===== src/rtl/bus_pkg.sv =====
// Shared types and constants for the instruction-sequencing controller.
// Holds the step enum, opcodes and bus-mux select helpers.
package bus_pkg;

    typedef enum logic [1:0] {
        T0,
        T1,
        T2,
        T3
    } state_t;

    localparam logic [2:0] OP_MV   = 3'b000;
    localparam logic [2:0] OP_MVI  = 3'b001;
    localparam logic [2:0] OP_ADD  = 3'b010;
    localparam logic [2:0] OP_SUB  = 3'b011;
    localparam logic [2:0] OP_MVNZ = 3'b100;

    localparam int SEL_DIN = 0;
    localparam int SEL_R0  = 1;
    localparam int SEL_PC  = 8;
    localparam int SEL_G   = 9;

    // One-hot bus-mux select with bit 0 = din and bit 9 = g.
    function automatic logic [0:9] reg_sel(input int idx);
        logic [0:9] v;
        v = '0;
        for (int i = 0; i < 10; i++) begin
            v[i] = (idx == i);
        end
        return v;
    endfunction

endpackage


===== src/rtl/bus_reg_decoder.sv =====
// 3-bit register index to one-hot decoder with enable.
// Index 7 lands on the last bit, which the top maps to the PC.
module reg_decoder (
    input  logic       en,
    input  logic [2:0] idx,
    output logic [0:7] oh
);

    // Single hot bit at idx when enabled, all-zero otherwise.
    always_comb begin
        oh = '0;
        if (en) begin
            oh[idx] = 1'b1;
        end
    end

endmodule


===== src/rtl/bus_controller.sv =====
// Instruction-sequencing FSM: fetches III XXX YYY from din and
// steps through T0..T3 driving mux selects and register enables.
module bus_controller
    import bus_pkg::*;
(
    input  logic        clock,
    input  logic        resetn,
    input  logic        run,
    input  logic [15:0] din,
    input  logic        gnz,
    output logic [0:9]  bus_sel,
    output logic [0:6]  r_in,
    output logic        pc_in,
    output logic        pc_incr,
    output logic        ir_in,
    output logic        a_in,
    output logic        g_in,
    output logic        addsub,
    output logic        done
);

    state_t     state;
    state_t     state_nx;
    logic [8:0] ir;
    logic [2:0] op;
    logic [2:0] x;
    logic [2:0] y;
    logic       dst_en;
    logic       src_en;
    logic [2:0] src_idx;
    logic [0:9] fix_sel;
    logic [0:7] dst_oh;
    logic [0:7] src_oh;
    logic       unused_din;

    assign op = ir[8:6];
    assign x  = ir[5:3];
    assign y  = ir[2:0];

    assign unused_din = ^din[15:9];

    // Step register and instruction latch; reset aborts any instruction.
    always_ff @(posedge clock or negedge resetn) begin
        if (!resetn) begin
            state <= T0;
            ir    <= '0;
        end else begin
            state <= state_nx;
            if (ir_in) begin
                ir <= din[8:0];
            end
        end
    end

    // Next step and all control strobes from the current step and IR.
    always_comb begin
        state_nx = state;
        ir_in    = 1'b0;
        pc_incr  = 1'b0;
        a_in     = 1'b0;
        g_in     = 1'b0;
        addsub   = 1'b0;
        done     = 1'b0;
        dst_en   = 1'b0;
        src_en   = 1'b0;
        src_idx  = 3'd0;
        fix_sel  = '0;
        unique case (state)
            T0: begin
                if (run && resetn) begin
                    ir_in    = 1'b1;
                    pc_incr  = 1'b1;
                    state_nx = T1;
                end
            end
            T1: begin
                done     = 1'b1;
                state_nx = T0;
                case (op)
                    OP_MV: begin
                        src_en  = 1'b1;
                        src_idx = y;
                        dst_en  = 1'b1;
                    end
                    OP_MVI: begin
                        fix_sel = reg_sel(SEL_DIN);
                        dst_en  = 1'b1;
                        pc_incr = 1'b1;
                    end
                    OP_ADD, OP_SUB: begin
                        done     = 1'b0;
                        src_en   = 1'b1;
                        src_idx  = x;
                        a_in     = 1'b1;
                        state_nx = T2;
                    end
                    OP_MVNZ: begin
                        if (gnz) begin
                            src_en  = 1'b1;
                            src_idx = y;
                            dst_en  = 1'b1;
                        end
                    end
                    default: begin
                    end
                endcase
            end
            T2: begin
                src_en   = 1'b1;
                src_idx  = y;
                g_in     = 1'b1;
                addsub   = ir[6];
                state_nx = T3;
            end
            T3: begin
                fix_sel  = reg_sel(SEL_G);
                dst_en   = 1'b1;
                done     = 1'b1;
                state_nx = T0;
            end
            default: begin
                state_nx = T0;
            end
        endcase
    end

    reg_decoder u_dst (
        .en  (dst_en),
        .idx (x),
        .oh  (dst_oh)
    );

    reg_decoder u_src (
        .en  (src_en),
        .idx (src_idx),
        .oh  (src_oh)
    );

    assign r_in  = dst_oh[0:6];
    assign pc_in = dst_oh[7];

    // Merge the register/pc source with the fixed din/g selects.
    always_comb begin
        bus_sel = fix_sel;
        for (int i = 0; i < 8; i++) begin
            bus_sel[SEL_R0+i] = bus_sel[SEL_R0+i] | src_oh[i];
        end
    end

endmodule

===== config.mk =====
export PLATFORM = sky130hd
export DESIGN_NAME = bus_controller
export DESIGN_NICKNAME = d
export VERILOG_FILES = /design/src/rtl/bus_pkg.sv /design/src/rtl/bus_reg_decoder.sv /design/src/rtl/bus_controller.sv
export SDC_FILE = /design/constraint.sdc
export NUM_CORES = 1
export LEC_CHECK = 0
export ABC_AREA = 1
export ABC_CLOCK_PERIOD_IN_PS = 2200
export BUFFER_PORTS_ARGS = -buffer_cell sky130_fd_sc_hd__buf_4
export CAP_MARGIN = 20
export CELL_PAD_IN_SITES_DETAIL_PLACEMENT = 1
export CELL_PAD_IN_SITES_GLOBAL_PLACEMENT = 1
export CORE_ASPECT_RATIO = 2
export CORE_MARGIN = 5
export CORE_UTILIZATION = 31
export CTS_CLUSTER_DIAMETER = 30
export DETAILED_ROUTE_END_ITERATION = 6
export GPL_TIMING_DRIVEN = 0
export PLACE_DENSITY_LB_ADDON = 0.1
export SYNTH_ARGS = -nofsm -noshare
export SYNTH_HDL_FRONTEND = slang
export SYNTH_SLANG_ARGS = --single-unit

===== constraint.sdc =====
create_clock -name clock -period 2.2 [get_ports clock]
set_clock_uncertainty 0.05 [all_clocks]
set_input_delay 0.22 -clock clock [delete_from_list [all_inputs] [get_ports clock]]
set_output_delay 0.22 -clock clock [all_outputs]
set_load 0.1 [all_outputs]

==> flow_summary.yaml <==
run_status:
  status: "complete, no violations"
die:
  dieHeight_um: 83.5
  start_util_pct: 32.6
  fp.dieW_um: 46.7
  rows: 26
  fp.dieArea_um2: 3900
  pin_count: 44
  core_area_um2: 2570
logic_synthesis:
  synth_edf_count: 0
  syn_nets: 152
  synthCells: 128
  ys_warn_count: 0
  synth_common_cells: "40 x nand2_1, 19 x nor2_1, 16 x inv_1, 11 x dfrtp_1"
  seq_area_frac_synth_pct: 32.9
  synth_area_um2: 837
  async_flop_share_pct: 100
  synth-seq-cells: 11
  synth.distinct_cells: 18
  synthFlopType: "dfrtp_1"
  synth.area.top_cells: "dfrtp_1 33%, nand2_1 18%, nor2_1 8.5%"
  yosysTopAreaCell: "dfrtp_1"
  synth.most_common_cell: "nand2_1"
  synth_top_area_share_pct: 32.9
  postSynthAreaPerCell_um2: 6.54
final_layout:
  fin_nets: 195
  seq_area_um2: 278
  antenna_cells: 0
  fin_util_pct: 60.1
  drive_above_1_share_pct: 51.2
  multiInputGateArea_um2: 701
  syn2layout_area_growth_pct: 84.6
  fill_cells: 312
placed_design:
  routabilityCongestion: 0.737
  port_buffers: 36
  dp_slack_ps: -4.75
  dpl.hpwl_mm: 2.51
worst_setup_path:
  crit_fanout: 9
  worstPathArrival_ps: 1860
  cp_data_required_time_ps: 1930
  rr_worst_depth: 7
  path_class: "reg -> out"
  crit_path_end_kind: "primary output"
  crit_path_start_kind: "flip-flop"
min_path:
  holdCritPathClass: "in -> reg"
  holdPathStages: 3
cts:
  cts_buffer_depth: 2
  cts_sinks: 11
  clock_latency_ps: 240
  cts_root_buffer: "clkbuf_8"
  cts_made_buffers: 3
  htree_levels: 1
  clk_pin_slew_ps: 50
  cts_tree: "done"
power_and_ir_drop:
  switchingPower_uw: 1670
  p_leak_uw: 0.000736
  p_int_uw: 963
  p_comb_share_pct: 75.3
  p_per_area_nw_per_um2: 1710
  vdd_ir_drop_max_uv: 872
  seq_power_share_pct: 16.6
  clkPwrFrac_pct: 8.0
  switching_share_pct: 63.5
global_routing:
  antenna_found_initial: 0
  grt_pass1_vias: 1195
  grt_max_degree: 14
  grt_pass1_wl_mm: 5.47
  grt_usage_pct: 18.9
  gr-total-overflow: 0
  met3_usage_pct: 3.67
  use_met2_pct: 37.2
  grt-busiest-layer: "met2"
  use_met1_pct: 16.5
run:
  cap_violations: 0
route:
  dr.pass1.iters: 2
  via_count: 988
  drcViolationCount: 0
  avgViaCountPerCell: 4.99
  drt_iter0_drc: 12
  avgRoutedWirePerCell_um: 16.4
  ant_nets: 0
  wl_mm: 3.25
timing:
  finalHoldViolCount: 0
  fmax_mhz: 470
  post-route-period-util_pct: 96.7
  relSlewSlack_pct: 77.2
  setup_tns_ps: 0
  setup_violations: 0
  slew_viol_final: 0
  period_minus_slack_ps: 2130
  worst_slack_ps: 73.3
  tightest_slew_ps: 342
  holdWs_ps: 132
-- cell type report --
cell class	count	area share [%]
well taps	28	2.27
multi-input cells	97	45.3
inverters	18	4.37
clock buffers	4	2.91
repair buffers	40	27.1
flip-flops and latches	11	18.0
-- per-layer routing --
metal	routed length, um	vias to the layer above
met5	0	-
met4	97	0
met3	161	9
met2	2020	31
met1	969	469
li1	-	479
-- cell usage in the layout, fill, tap and decap left out, drive strengths merged --
master,n
a21boi,1
a21oi,4
buf,39
clkbuf,4
dfrtp,11
dlygate4sd3,1
ha,4
inv,18
nand2,46
nand3,10
nor2,21
nor3b,1
o211ai,1
o21ai,9
-- worst max-delay path, cell delays in order (launching register included) --
cell      delay, ps
dfrtp_2         420
inv_2            80
ha_4            200
nand2_4          80
o211ai_4        320
nor3b_4         300
buf_12          210
-- power by group through the flow --
| stage | clock network (uW) | logic [uW] | registers [uW] |
|---|---|---|---|
| after floorplan | 0 | 1470 | 406 |
| after global placement | 0 | 1740 | 429 |
| after detailed placement | 0 | 1790 | 434 |
| after CTS | 215 | 1920 | 438 |
| after global routing | 223 | 2100 | 457 |
| final | 211 | 1990 | 439 |
-- path summary, 6_finish.rpt --
| check | slack, ps | endpoint | startpoint |
|---|---|---|---|
| setup / recovery | 70 | r_in[6] | flip-flop |
| hold / removal | 130 | ir[2] | din[2] |
| setup reg to reg | 650 | ir[8] | flip-flop |
| hold reg to reg | 460 | ir[0] | ir[0] |
| max in group asynchronous | 1610 | asynchronous set/reset pin | resetn |
| min in group asynchronous | 310 | ir[3] | resetn |
-- sequential cells by signal (all words and copies together) (netlist names), named ones only --
signal  cells
ir          9
state       1
-- logic make-up (layout without fill, tap and decap cells) --
family,after synthesis,after routing,share of synthesized area [%]
simple gates,78,78,41.7
buf+inv,20,62,9.27
compound gates,15,15,10.2
fa+ha+maj,4,4,5.98
flops,11,11,32.9
-- metrics by stage --
step | instance area (um^2) | std cells | total power [uW]
6_report | 1550 | 198 | 2630
5_1_grt | 1550 | 198 | 2780
4_1_cts | 1490 | 197 | 2570
3_5_place_dp | 1310 | 192 | 2220
3_3_place_gp | 1310 | 192 | 2170
2_1_floorplan | 1010 | 128 | 1870
-- what timing repair did --
item	CTS	global route
gates cloned	0	0
setup endpoints to repair	17	16
buffers inserted	0	3
gates resized for setup	32	12
hold endpoints to repair	11	0
pin swaps	1	2
hold buffers	1	0
Note: power is estimated with default switching activity, not from simulation.
